===== src/rtl/frame_scheduler_if.sv =====
// Control bundle between the frame scheduler and the game update units.
// The slave side is the scheduler; the master side drives triggers and step completions.
interface frame_scheduler_if;
    logic       frame_start;
    logic       pause;
    logic [3:0] step_en;
    logic [3:0] step_done;
    logic [3:0] step_req;
    logic       busy;
    logic       frame_done;
    logic [7:0] frame_cnt;
    logic       timeout_err;
    logic [7:0] overrun_cnt;

    modport master (
        output frame_start,
        output pause,
        output step_en,
        output step_done,
        input  step_req,
        input  busy,
        input  frame_done,
        input  frame_cnt,
        input  timeout_err,
        input  overrun_cnt
    );

    modport slave (
        input  frame_start,
        input  pause,
        input  step_en,
        input  step_done,
        output step_req,
        output busy,
        output frame_done,
        output frame_cnt,
        output timeout_err,
        output overrun_cnt
    );
endinterface


===== src/rtl/frame_scheduler.sv =====
// Sequences the per-frame update steps (player, bullets, invaders, collision)
// once per vertical blank, with a per-step watchdog and frame/overrun counters.
module frame_scheduler #(
    parameter int unsigned TIMEOUT_CYCLES = 1024
) (
    input  logic              clk,
    input  logic              rst_n,
    frame_scheduler_if.slave  bus
);

    typedef enum logic [1:0] {IDLE, RUN, FINISH} state_e;

    localparam logic [15:0] WAIT_MAX = 16'(TIMEOUT_CYCLES - 1);

    state_e      state_q, state_d;
    logic [1:0]  idx_q, idx_d;
    logic [15:0] wait_q, wait_d;
    logic [3:0]  en_q, en_d;
    logic [7:0]  frame_cnt_q, frame_cnt_d;
    logic [7:0]  overrun_cnt_q, overrun_cnt_d;

    logic        first_vld;
    logic [1:0]  first_idx;
    logic        next_vld;
    logic [1:0]  next_idx;
    logic        cur_done;
    logic        cur_tmo;
    logic [3:0]  step_req;
    logic        timeout_err;

    // Lowest enabled step overall, and lowest latched step above the current one.
    always_comb begin
        first_vld = 1'b0;
        first_idx = 2'd0;
        next_vld  = 1'b0;
        next_idx  = 2'd0;
        for (int i = 3; i >= 0; i--) begin
            if (bus.step_en[i]) begin
                first_vld = 1'b1;
                first_idx = 2'(i);
            end
            if (en_q[i] && (i > int'(idx_q))) begin
                next_vld = 1'b1;
                next_idx = 2'(i);
            end
        end
    end

    always_comb begin
        state_d       = state_q;
        idx_d         = idx_q;
        wait_d        = wait_q;
        en_d          = en_q;
        frame_cnt_d   = frame_cnt_q;
        overrun_cnt_d = overrun_cnt_q;
        step_req      = 4'd0;
        timeout_err   = 1'b0;
        cur_done      = 1'b0;
        cur_tmo       = 1'b0;

        unique case (state_q)
            IDLE: begin
                if (bus.frame_start && !bus.pause) begin
                    en_d   = bus.step_en;
                    idx_d  = first_idx;
                    wait_d = 16'd0;
                    if (first_vld) begin
                        state_d = RUN;
                    end else begin
                        state_d = FINISH;
                    end
                end
            end
            RUN: begin
                step_req = 4'b0001 << idx_q;
                cur_done = bus.step_done[idx_q];
                cur_tmo  = !cur_done && (wait_q == WAIT_MAX);
                // Completion and watchdog abort advance the sequence identically.
                if (cur_done || cur_tmo) begin
                    timeout_err = cur_tmo;
                    wait_d      = 16'd0;
                    if (next_vld) begin
                        idx_d = next_idx;
                    end else begin
                        state_d = FINISH;
                    end
                end else begin
                    wait_d = wait_q + 16'd1;
                end
            end
            FINISH: begin
                frame_cnt_d = frame_cnt_q + 8'd1;
                state_d     = IDLE;
            end
            default: begin
                state_d = IDLE;
            end
        endcase

        if (bus.frame_start && (state_q != IDLE) && (overrun_cnt_q != 8'hFF)) begin
            overrun_cnt_d = overrun_cnt_q + 8'd1;
        end
    end

    always_ff @(posedge clk or negedge rst_n) begin
        if (!rst_n) begin
            state_q       <= IDLE;
            idx_q         <= 2'd0;
            wait_q        <= 16'd0;
            en_q          <= 4'd0;
            frame_cnt_q   <= 8'd0;
            overrun_cnt_q <= 8'd0;
        end else begin
            state_q       <= state_d;
            idx_q         <= idx_d;
            wait_q        <= wait_d;
            en_q          <= en_d;
            frame_cnt_q   <= frame_cnt_d;
            overrun_cnt_q <= overrun_cnt_d;
        end
    end

    assign bus.step_req    = step_req;
    assign bus.busy        = (state_q != IDLE);
    assign bus.frame_done  = (state_q == FINISH);
    assign bus.frame_cnt   = frame_cnt_q;
    assign bus.timeout_err = timeout_err;
    assign bus.overrun_cnt = overrun_cnt_q;

endmodule


===== src/flat_wrapper.sv =====
// flat-port wrapper written by rule: the top's interface ports become plain ports
module frame_scheduler_flat 
#(
    parameter int unsigned TIMEOUT_CYCLES = 1024
)
  (clk, rst_n, bus_frame_start, bus_pause, bus_step_en, bus_step_done, bus_step_req, bus_busy, bus_frame_done, bus_frame_cnt, bus_timeout_err, bus_overrun_cnt);
  frame_scheduler_if bus_i ();
  input  logic clk;
  input  logic rst_n;
  input wire logic [$bits(bus_i.frame_start)-1:0] bus_frame_start;
  input wire logic [$bits(bus_i.pause)-1:0] bus_pause;
  input wire logic [$bits(bus_i.step_en)-1:0] bus_step_en;
  input wire logic [$bits(bus_i.step_done)-1:0] bus_step_done;
  output wire logic [$bits(bus_i.step_req)-1:0] bus_step_req;
  output wire logic [$bits(bus_i.busy)-1:0] bus_busy;
  output wire logic [$bits(bus_i.frame_done)-1:0] bus_frame_done;
  output wire logic [$bits(bus_i.frame_cnt)-1:0] bus_frame_cnt;
  output wire logic [$bits(bus_i.timeout_err)-1:0] bus_timeout_err;
  output wire logic [$bits(bus_i.overrun_cnt)-1:0] bus_overrun_cnt;
  assign bus_i.frame_start = bus_frame_start;
  assign bus_i.pause = bus_pause;
  assign bus_i.step_en = bus_step_en;
  assign bus_i.step_done = bus_step_done;
  assign bus_step_req = bus_i.step_req;
  assign bus_busy = bus_i.busy;
  assign bus_frame_done = bus_i.frame_done;
  assign bus_frame_cnt = bus_i.frame_cnt;
  assign bus_timeout_err = bus_i.timeout_err;
  assign bus_overrun_cnt = bus_i.overrun_cnt;
  frame_scheduler #(.TIMEOUT_CYCLES(TIMEOUT_CYCLES)) u_core (.clk(clk), .rst_n(rst_n), .bus(bus_i));
endmodule

===== config.mk =====
export PLATFORM = sky130hd
export DESIGN_NAME = frame_scheduler_flat
export DESIGN_NICKNAME = d
export VERILOG_FILES = /design/src/rtl/frame_scheduler_if.sv /design/src/rtl/frame_scheduler.sv /design/src/flat_wrapper.sv
export SDC_FILE = /design/constraint.sdc
export NUM_CORES = 1
export LEC_CHECK = 0
export ABC_AREA = 1
export BUFFER_PORTS_ARGS = -buffer_cell sky130_fd_sc_hd__buf_4
export CORE_AREA = 2 2 80 82
export DETAILED_ROUTE_END_ITERATION = 10
export DIE_AREA = 0 0 82 84
export PLACE_DENSITY = 0.68
export SYNTH_ARGS = -nofsm -noshare
export SYNTH_HDL_FRONTEND = slang
export SYNTH_SLANG_ARGS = --single-unit

===== constraint.sdc =====
create_clock -name clk -period 1.37 [get_ports clk]
set_input_delay 0 -clock clk [delete_from_list [all_inputs] [get_ports clk]]
set_output_delay 0 -clock clk [all_outputs]
set_load 0.01 [all_outputs]

**Word-level counts from Yosys, hierarchy flattened**

Index checks and enable logic that the tools add are counted.

- Reduce and logical (&&, ||, !) cells: 17
- Order comparisons: 4
- Multiplexer cells: 31
- Equality and inequality tests: 8
- Shift operators: 1
- Add/sub/neg operators: 3

Operator list:

| kind | count |
|---|---|
| $mux 16 | 2 |
| $pmux 16 s2 | 1 |
| $mux 2 | 14 |
| $add 16x1->16 const B | 1 |
| $add 8x1->8 const B | 2 |
| $eq 16x10->1 const B | 1 |
| $mux 1 | 10 |
| $ne 8x8->1 const B | 1 |
| $pmux 2 s2 | 2 |
| $logic_and 1x1->1 | 7 |
| $ne 2x1->1 const B | 3 |
| $gt 2x2->1 const A | 2 |
| $mux 4 | 1 |
| $reduce_and 2->1 | 2 |
| $reduce_and 4->1 | 1 |
| $reduce_bool 2->1 | 2 |
| $shl 1x2->4 const A | 1 |
| $lt 2x3->1 const B | 1 |
| $reduce_and 3->1 | 1 |
| $bmux 1 s2 | 1 |
| $eq 2x1->1 const B | 1 |
| $eq 2x2->1 const B | 1 |
| $gt 1x2->1 const A | 1 |
| $logic_not 1->1 | 2 |
| 3 further kinds | 3 |

- Bits in registers: 40
- Output and inout port bits: 23
- Input bits: 12
- Logic and storage cells: 70

**Depth between registers and ports, before layout**

- Word-level depth: 8
- Mapped depth: 10
- Depth with buffers taken out: 9

**Worst setup path after synthesis**

OpenSTA, ideal clock, no wires.

- Path kind: reg-to-reg
- Start point: reg u_core.overrun_cnt_q[1] (netlist: u_core.bus.overrun_cnt[1])
- End point: reg u_core.overrun_cnt_q[6] (netlist: u_core.bus.overrun_cnt[6])
- Slack: -138 ps
- Clock period less this slack: 1508 ps
- Library setup time: 117 ps
- Arrival time: 1392 ps
- Required time: 1253 ps
- Buffers on the path: 0
- Stages on the path, launching flop included: 8
- Cells stage by stage: dfrtp_1 -> ha_1 -> nand3_1 -> or2_2 -> nand2_2 -> inv_1 -> nand2_1 -> nand2_1

- Cells in the longest elaborated chain, start to end: 2
- Elaborated cells between the ends (all ways): 3
- Those cells by class: add/sub: 1; eq/ne: 1; reduce/logical: 1

Ends and longest elaborated chain:

| element | line | text |
|---|---|---|
| from (decl) | frame_scheduler.sv:20 | `logic [7:0] overrun_cnt_q, overrun_cnt_d;` |
| from (signal assigned) | frame_scheduler.sv:119 | `overrun_cnt_q <= overrun_cnt_d;` |
| branches (longest 2 deep; another with $add 8x1->8) | -- |  |

Several ways; the timed one is not identified.
A chain may end at the register's enable or synchronous reset.

**Worst setup path in the final report**

- Start point: reg u_core.wait_q[6]
- End point: out bus_timeout_err

- Cells in the longest elaborated chain, start to end: 5

Ends and longest elaborated chain:

| element | line | text |
|---|---|---|
| from (decl) | frame_scheduler.sv:17 | `logic [15:0] wait_q, wait_d;` |
| from (signal assigned) | frame_scheduler.sv:116 | `wait_q <= wait_d;` |
| $eq 16x10->1 (*) | frame_scheduler.sv:77 | `cur_tmo = !cur_done && (wait_q == WAIT_MAX);` |
| $logic_and 1x1->1 (*) | frame_scheduler.sv:77 |  |
| $logic_or 1x1->1 | frame_scheduler.sv:79 | `if (cur_done \|\| cur_tmo) begin` |
| $mux 1 (*) | frame_scheduler.sv:79 |  |
| $mux 1 (*) | frame_scheduler.sv:61 | `unique case (state_q)` |
| to (decl) | flat_wrapper.sv:18 | `output wire logic [$bits(bus_i.timeout_err)-1:0] bus_timeout_err;` |

Mark *: on every way between the ends. The rest lies on a longest branch, timed or not.

==> impl_metrics.csv <==
group,metric,value,unit
route,drtPass1Iterations,4,
sta,setup-violations-final,20,
sta,worst_slack,-0.158,ns
floorplanning,dieArea,0.00689,mm2
placed_design,gp_congestion,0.861,
global_route,grt_max_degree,40,
global_route,antenna_found_initial,0,
critical_path,worstPathRequired,1.37,ns
power_and_ir_drop,netSwitchingPower,0.00225,W
global_route,grt_use_total,17.1,%
final_layout,nNetsFinal,415,
critical_path,crit_arrival,1.53,ns
logic_synthesis,syn_inst,297,
floorplanning,io_pins,35,
run,maxCapViolCount,0,
power_and_ir_drop,swShare,41.5,%
power_and_ir_drop,ir_drop,0.000847,V
placed_design,io_buffers,34,
critical_path,start_kind,"register",
floorplanning,initial_core_util,38.2,%
global_route,gr-total-overflow,0,
sta,fin_skew,0.00472,ns
global_route,grt_pass1_vias,2160,
logic_synthesis,synth_seq_area_share,42.0,%
logic_synthesis,ys_ff_latch,39,
logic_synthesis,synth_area_leaders,"dfrtp_1, nand2_1, xor2_1",
critical_path,cp-end-kind,"output pin",
route,drt_iter0_markers,104,
logic_synthesis,synth.top_cell.area_share,42.0,%
floorplanning,die_y,84,um
final_layout,design_area,0.00348,mm2
final_layout,final_cell_mix,"buf_4, nand2_1, dfrtp_1, inv_1, nor2_1",
sta,fin_crit,1.53,ns
power_and_ir_drop,comb_power_share,54.6,%
logic_synthesis,yosysUniqueCellTypes,33,
floorplanning,rows,29,
logic_synthesis,synth_edf_count,0,
clocking,cts_made_buffers,5,
clocking,cts.clk_slew.worst_paths,0.08,ns
logic_synthesis,synth_nets,312,
power_and_ir_drop,power,0.00544,W
floorplanning,core_area,0.00610,mm2
clocking,cts_tree,"done",
clocking,cts_root_buffer,"clkbuf_8",
clocking,insertion_delay,0.30,ns
final_layout,antenna_cells,0,
final_layout,seq_area,978,um2
logic_synthesis,ys_async_sr_fraction,100,%
sta,maxSlewHeadroom,65.5,%
placed_design,place_area,0.00297,mm2
final_layout,final_util,57.1,%
sta,grt_setup_unrepaired,"yes",
route,wirelength,5.73,mm
route,viasPerCell,4.81,
power_and_ir_drop,p_int,0.00318,W
run_status,outcome,"complete, but fails checks",
clocking,ctsLongestPathBuffers,2,
logic_synthesis,synth_area_leader_cell,"dfrtp_1",
sta,max_freq,654,MHz
final_layout,multi_input_area,0.00142,mm2
final_layout,fillers,555,
final_layout,area_growth,49.8,%
power_and_ir_drop,pwr-share-seq,30.4,%
logic_synthesis,netlist_area,0.00233,mm2
floorplanning,die_w,82,um
sta,worstMarginPinSlew,0.517,ns
final_layout,drive_gt1_share,40.6,%
route,ant_nets,0,
logic_synthesis,synth_area_per_cell,7.83,um2
sta,report.final.slew_viol_count,0,
sta,hold_viol_final,0,
power_and_ir_drop,power_frac_clock,15.0,%
clocking,htree_levels,2,
placed_design,place_hpwl,3.79,mm
worst_hold_path,hold_class,"input pin to register",
global_route,grt_pass1_wl,9.43,mm
critical_path,cp_max_fo,4,
route,drc,0,
power_and_ir_drop,p_leak,1.75,nW
route,wire_per_inst,12.0,um
logic_synthesis,ys_warn_count,0,
logic_synthesis,ys.flop_type,"dfrtp_1",
sta,min_period_over_period,112,%
power_and_ir_drop,p_per_area,1560,mW/mm2
final_layout,layout_commonest_cell,"buf_4",
clocking,cts_num_sinks,39,
run_status,violations,"setup timing",
critical_path,crit_type,"register to output pin",
route,vias,2299,
sta,fin_tns_setup,-1.94,ns
[per-stage QoR]
| stage | setup slack [ns] | instances | hold WS [ns] |
|---|---|---|---|
| after floorplan | 0.00589 | 297 | -0.296 |
| after detailed placement | -0.0852 | 445 | 0.0135 |
| after CTS | -0.151 | 464 | 0.00736 |
| after global placement | -0.0453 | 445 | 0.0134 |
| final | -0.158 | 478 | 0.0107 |
| after global routing | -0.255 | 478 | 0.0275 |
[critical path, cell delays in order (launching register included)]
cell     delay [ns]
dfrtp_1        0.42
nand2_1        0.14
nor2_4         0.20
nand3_4        0.09
buf_4          0.14
nor3_2         0.09
buf_4          0.14
[Yosys cell counts (2+ instances only)]
cell / n
o21ai_0: 10
inv_1: 29
nand2_2: 2
nand4_1: 9
nand3b_1: 3
buf_6: 2
o21ai_1: 3
ha_1: 3
a21oi_2: 2
nor2_2: 3
dfrtp_1: 39
nand2_4: 3
xor2_1: 14
nand2_1: 93
nand3_1: 21
o211ai_1: 2
xnor2_1: 6
a21oi_1: 3
nor2_1: 25
inv_2: 2
buf_4: 2
nor3_1: 8
nand3_4: 2
o21bai_1: 2
[state kept, by name, summed over array words and instances, names as in the netlist]
| signal | cells |
|---|---|
| u_core.bus.frame_cnt | 8 |
| u_core.en_q | 3 |
| u_core.idx_q | 2 |
| u_core.bus.overrun_cnt | 8 |
| u_core.wait_q | 16 |
| u_core.state_q | 2 |
[cell families after synthesis]
logic type	Yosys count	synth area share [%]
compound gates	23	6.02
xor+xnor	20	7.53
fa+ha+maj	3	1.61
buf+inv	37	7.15
flops	39	42.0
simple gates	175	35.7
[power groups by stage]
stage	combinational, W	sequential, W	clock, W
detailed placement	0.00250	0.00164	0
global route	0.00327	0.00169	0.000887
CTS	0.00264	0.00163	0.000825
global placement	0.00246	0.00163	0
finish	0.00297	0.00165	0.000813
floorplan	0.00142	0.00166	0
[area by class of cell]
| cell class | instances | share of cell area (%) |
|---|---|---|
| multi-input cells | 223 | 40.8 |
| well taps | 77 | 2.77 |
| flip-flops and latches | 39 | 28.1 |
| clock buffers | 5 | 1.98 |
| repair buffers | 98 | 22.0 |
| inverters | 33 | 3.77 |
| clock inverters | 3 | 0.575 |
[path summary, 6_finish.rpt]
path	startpoint	end	slack (ns)	depth (start not counted)
setup / recovery	u_core.wait_q[6]$_DFFE_PN0P_	bus_timeout_err	-0.16	6
hold / removal	bus_step_en[3]	u_core.en_q[3]$_DFFE_PN0P_	0.01	3
setup reg to reg	u_core.wait_q[6]$_DFFE_PN0P_	u_core.idx_q[0]$_DFFE_PN0P_	-0.14	9
hold reg to reg	u_core.en_q[1]$_DFFE_PN0P_	u_core.en_q[1]$_DFFE_PN0P_	0.50	2
max in group asynchronous	rst_n	u_core.idx_q[1]$_DFFE_PN0P_	0.77	2
min in group asynchronous	rst_n	u_core.bus.frame_cnt[7]$_DFFE_PN0P_	0.22	2
[routing by layer]
metal	global-route usage (%)	vias to the layer above	share of wire [%]
li1	-	1162	-
met1	22.1	1092	45
met2	28.4	36	51
met3	2.60	9	2.6
met4	6.21	0	1.4
met5	0	-	0
[what timing repair did]
item,CTS,global route
setup endpoints to repair,18,32
hold buffers,3,0
pin swaps,8,10
gates resized for setup,15,43
gates cloned,1,1
buffers inserted,7,13
endpoints found under the hold margin,41,0
No activity file was read; power rests on OpenSTA's default activity.
